$ cat src/rtl/mips_fetch_unit.sv
// Instruction fetch stage feeding mips_cpu: credit-limited word reads,
// in-order response capture into a prefetch queue, redirect flush.
module mips_fetch_unit #(
  parameter logic [31:0] RESET_PC   = 32'h0040_0000,
  parameter int          FIFO_DEPTH = 4
) (
  input  logic        clock,
  input  logic        reset_n,
  output logic        imem_req_valid,
  input  logic        imem_req_ready,
  output logic [31:0] imem_req_addr,
  input  logic        imem_resp_valid,
  input  logic [31:0] imem_resp_data,
  output logic        instr_valid,
  input  logic        instr_ready,
  output logic [31:0] instruction,
  output logic [31:0] instr_pc,
  input  logic        redirect_valid,
  input  logic [31:0] redirect_pc
);

  localparam int AW = $clog2(FIFO_DEPTH);
  localparam int CW = AW + 1;
  localparam logic [CW:0] DEPTH = FIFO_DEPTH[CW:0];

  logic [31:0]   fetch_pc;
  logic [31:0]   resp_pc;
  logic [CW-1:0] count;
  logic [CW-1:0] outstanding;
  logic [CW-1:0] drop;
  logic [CW-1:0] out_next;
  logic [AW-1:0] wptr;
  logic [AW-1:0] rptr;
  logic [31:0]   q_data [FIFO_DEPTH];
  logic [31:0]   q_pc   [FIFO_DEPTH];

  logic          req_fire;
  logic          resp_fire;
  logic          push;
  logic          pop;
  logic          not_empty;
  logic [CW:0]   credit_used;
  logic [31:0]   redir_pc;

  assign redir_pc    = {redirect_pc[31:2], 2'b00};
  assign credit_used = {1'b0, count} + {1'b0, outstanding};
  assign not_empty   = (count != '0);

  // Queued plus in-flight words never exceed the queue size, so a
  // returning response always has a free slot.
  assign imem_req_valid = reset_n & ~redirect_valid
                        & (credit_used < DEPTH);
  assign imem_req_addr  = fetch_pc;
  assign req_fire       = imem_req_valid & imem_req_ready;

  assign resp_fire = imem_resp_valid & (outstanding != '0);
  assign push      = resp_fire & (drop == '0) & ~redirect_valid;
  assign out_next  = outstanding - CW'(resp_fire);

  assign instr_valid = not_empty & ~redirect_valid;
  assign pop         = instr_valid & instr_ready;
  assign instruction = not_empty ? q_data[rptr] : '0;
  assign instr_pc    = not_empty ? q_pc[rptr] : '0;

  always_ff @(posedge clock or negedge reset_n) begin
    if (!reset_n) begin
      fetch_pc    <= RESET_PC;
      resp_pc     <= RESET_PC;
      count       <= '0;
      outstanding <= '0;
      drop        <= '0;
      wptr        <= '0;
      rptr        <= '0;
    end else if (redirect_valid) begin
      // Everything still in flight belongs to the old path.
      fetch_pc    <= redir_pc;
      resp_pc     <= redir_pc;
      count       <= '0;
      wptr        <= '0;
      rptr        <= '0;
      outstanding <= out_next;
      drop        <= out_next;
    end else begin
      if (req_fire) begin
        fetch_pc <= fetch_pc + 32'd4;
      end
      if (push) begin
        resp_pc <= resp_pc + 32'd4;
        wptr    <= wptr + AW'(1);
      end
      if (pop) begin
        rptr <= rptr + AW'(1);
      end
      count       <= count + CW'(push) - CW'(pop);
      outstanding <= out_next + CW'(req_fire);
      if (resp_fire && (drop != '0)) begin
        drop <= drop - CW'(1);
      end
    end
  end

  always_ff @(posedge clock) begin
    if (push) begin
      q_data[wptr] <= imem_resp_data;
      q_pc[wptr]   <= resp_pc;
    end
  end

endmodule

$ cat config.mk
export PLATFORM = sky130hd
export DESIGN_NAME = mips_fetch_unit
export DESIGN_NICKNAME = d
export VERILOG_FILES = /design/src/rtl/mips_fetch_unit.sv
export SDC_FILE = /design/constraint.sdc
export NUM_CORES = 1
export LEC_CHECK = 0
export BUFFER_PORTS_ARGS = -buffer_cell sky130_fd_sc_hd__buf_2
export CAP_MARGIN = 40
export CELL_PAD_IN_SITES_DETAIL_PLACEMENT = 0
export CELL_PAD_IN_SITES_GLOBAL_PLACEMENT = 1
export CORE_MARGIN = 5
export CORE_UTILIZATION = 40
export DETAILED_ROUTE_END_ITERATION = 16
export PLACE_DENSITY = 0.69
export SLEW_MARGIN = 10
export SYNTH_ARGS = -nofsm -noshare
export SYNTH_HDL_FRONTEND = slang
export SYNTH_SLANG_ARGS = --single-unit
$ cat constraint.sdc
create_clock -name clock -period 3.7 [get_ports clock]
set_input_delay 0.555 -clock clock [delete_from_list [all_inputs] [get_ports clock]]
set_output_delay 0.555 -clock clock [all_outputs]
set_load 0.02 [all_outputs]
==> impl_metrics.py <==
metrics = {
    "synth": {
        "synth_flop_cell": "edfxtp_1",
        "synth_area_leaders": "edfxtp_1 (54%), dfrtp_1 (13%), mux4_2 (10%)",
        "yosys_warnings": 0,
        "synth_top_area_cell": "edfxtp_1",
        "syn_area_sq_mm": 0.0137,
        "synth_edf_count": 248,
        "syn_inst": 858,
        "syn_avg_cell_area_sq_um": 16.0,
        "yosys-top-cells-count": "edfxtp_1 (248), and2_1 (74), dfrtp_1 (71)",
        "synth-seq-cells": 321,
        "ys_seq_area_frac": 0.677,
        "synth.distinct_cells": 52,
        "async_flop_share": 0.227,
        "yosys.area.top_type_share": 0.544,
        "synthMostInstantiatedCell": "edfxtp_1",
    },
    "setup_path": {
        "cp-end-kind": "output port",
        "r2r-start": "outstanding[2]",
        "crit_type": "flip-flop to output port",
        "cp.arrival_ns": 2.43,
        "crit_required_ns": 3.14,
        "crit_path_max_fanout": 19,
        "startpoint": "rptr[0]",
        "start_kind": "flip-flop",
    },
    "route": {
        "wl_um": 30100,
        "wire_per_inst_um": 20.0,
        "drc_errors": 0,
        "vias": 7848,
        "dr.pass1.iters": 5,
        "drt_iter0_drc": 415,
        "via_per_inst": 5.21,
        "antenna_left": 0,
    },
    "grt": {
        "met1_usage": 0.230,
        "track_usage": 0.158,
        "grt_pass1_wl_um": 47700,
        "grt_antenna_before_repair": 0,
        "grt.met2_usage": 0.256,
        "grt-busiest-layer": "met2",
        "grt_overflow": 0,
        "grt_max_degree": 65,
        "grt_pass1_vias": 8153,
        "use_met3": 0.0274,
    },
    "sta": {
        "tightestPinTransition_ns": 0.611,
        "max_slew_margin": 0.592,
        "rsz0062_at_grt": "no",
        "fmax_mhz": 335,
        "slew_violations": 0,
        "setup_violations": 0,
        "period_share": 0.806,
        "fin_skew_ns": 0.0186,
        "finalHoldViolCount": 0,
        "totalNegativeSetupSlack_ns": 0,
        "min_period_ns": 2.98,
    },
    "final_layout": {
        "fin_area_sq_mm": 0.0163,
        "syn2layout_area_growth_pct": 19.2,
        "drive_above_1_share": 0.310,
        "antennaDiodeCount": 0,
        "nets": 1120,
    },
    "power_and_ir_drop": {
        "power.net_switching_mw": 2.89,
        "power_frac_comb": 0.224,
        "power_density_mw_per_mm2": 622,
        "pwr-share-seq": 0.425,
        "intPower_mw": 7.25,
        "irDropWorstVdd_mv": 0.327,
        "clkPwrFrac": 0.352,
        "swShare": 0.285,
        "p_leak_nw": 5.95,
    },
    "die": {
        "io_pins": 168,
        "start_util": 0.406,
        "core_area_sq_mm": 0.0337,
        "die_h_um": 195,
        "dieArea_sq_mm": 0.0380,
        "num_rows": 67,
        "fp.dieW_um": 195,
    },
    "clock_tree": {
        "cts-resized-gates": 0,
        "clkLatencyLatePin_ns": 0.50,
        "cts.clk_slew.worst_paths_ns": 0.06,
        "cts_tree": "yes",
        "cts_setup_buffers": 0,
        "cts.htree.levels": 2,
        "cts_buffers": 35,
        "clock_sinks": 321,
        "root_buffer": "clkbuf_16",
        "clockBufferDepth": 3,
        "holdBufCountCts": 0,
    },
    "run_status": {
        "status": "finished clean",
    },
    "placement": {
        "hpwl_um": 19800,
        "gp_congestion": 0.762,
        "port_buffers": 161,
        "place_area_sq_mm": 0.0151,
    },
    "job": {
        "drv_cap": 0,
    },
    "hold_path": {
        "hold_path_class": "primary input to async pin",
    },
}
[placed cells by master, fill, tap and decap left out, types with 5 or more instances in the layout]
cell type | netlist | final
bufinv_16 | 0 | 5
nand2_1 | 48 | 48
o311ai_0 | 5 | 5
mux4_2 | 62 | 62
buf_4 | 5 | 11
dfrtp_1 | 71 | 69
nand3_1 | 31 | 31
nor2_1 | 23 | 23
and4_1 | 7 | 7
xor2_1 | 22 | 22
buf_12 | 0 | 10
nand4_1 | 28 | 28
mux2_2 | 9 | 9
ha_1 | 16 | 16
clkbuf_16 | 0 | 37
xnor2_1 | 23 | 23
a21oi_1 | 12 | 12
and2_1 | 74 | 70
inv_1 | 19 | 19
a21boi_0 | 6 | 6
and3_1 | 16 | 16
o211ai_1 | 15 | 15
buf_2 | 11 | 161
o21ai_0 | 28 | 28
edfxtp_1 | 248 | 248
clkinv_2 | 0 | 5
clkbuf_1 | 24 | 7
nor3_1 | 6 | 6
[kinds of logic after synthesis]
group,Yosys count,share of synthesized area
flops,321,0.677
simple gates,257,0.107
compound gates,76,0.0360
mux,73,0.111
buf+inv,68,0.0238
xor+xnor,45,0.0288
fa+ha+maj,17,0.0161
other cells,1,0.000274
[path summary, 6_finish.rpt]
path,end,slack (ns),cells after the start
setup / recovery,instr_pc[12],0.72,4
hold / removal,imem_req_addr[29],0.19,2
setup reg to reg,imem_req_addr[8],1.15,9
hold reg to reg,imem_req_addr[31],0.55,2
max in group asynchronous,rptr[0],2.61,3
min in group clock,q_data[2][25],0.27,1
[area by class of cell]
class / count / area (sq um)
Inverter: 21 / 78.8
Fill cell: 2985 / 17400
Timing Repair Buffer: 182 / 1090
Clock buffer: 47 / 993
Sequential cell: 321 / 9280
Multi-Input combinational cell: 472 / 4110
Tap cell: 448 / 561
Clock inverter: 15 / 206
[critical path, cell delays in order (launching register included)]
cell	delay, ns
dfrtp_4	0.67
buf_4	0.36
mux4_2	0.57
and2_1	0.17
buf_2	0.15
[through the flow]
stage               total power [mW]  cells  hold WS, ns  setup slack, ns   util
CTS                             10.3   1506        0.206            0.623  0.484
floorplan                       5.90    861        0.259            0.554      -
detailed placement              6.72   1444        0.536             1.14  0.449
global placement                6.70   1443        0.538             1.12  0.448
finish                          10.1   1506        0.187            0.717  0.484
global route                    10.7   1506        0.224            0.549  0.484
[routing by layer]
metal	share of wire	wire length (um)
met1	0.46	13900
met2	0.47	14100
met3	0.056	1680
met4	0.010	314
met5	0	0
[registers in the layout (all words and copies together) (netlist names), 3 cells and up]
signal,cells
q_data,128
q_pc,120
imem_req_addr,30
resp_pc,30
count,3
drop,3
outstanding,3
[power by group through the flow]
| stage | Clock, mW | Sequential [mW] | Combinational [mW] |
|---|---|---|---|
| after floorplan | 0 | 4.33 | 1.57 |
| after global placement | 0 | 4.38 | 2.32 |
| after detailed placement | 0 | 4.38 | 2.33 |
| after CTS | 3.66 | 4.31 | 2.34 |
| after global routing | 3.83 | 4.34 | 2.50 |
| final | 3.57 | 4.31 | 2.27 |
Note: power is estimated with default switching activity, not from simulation.
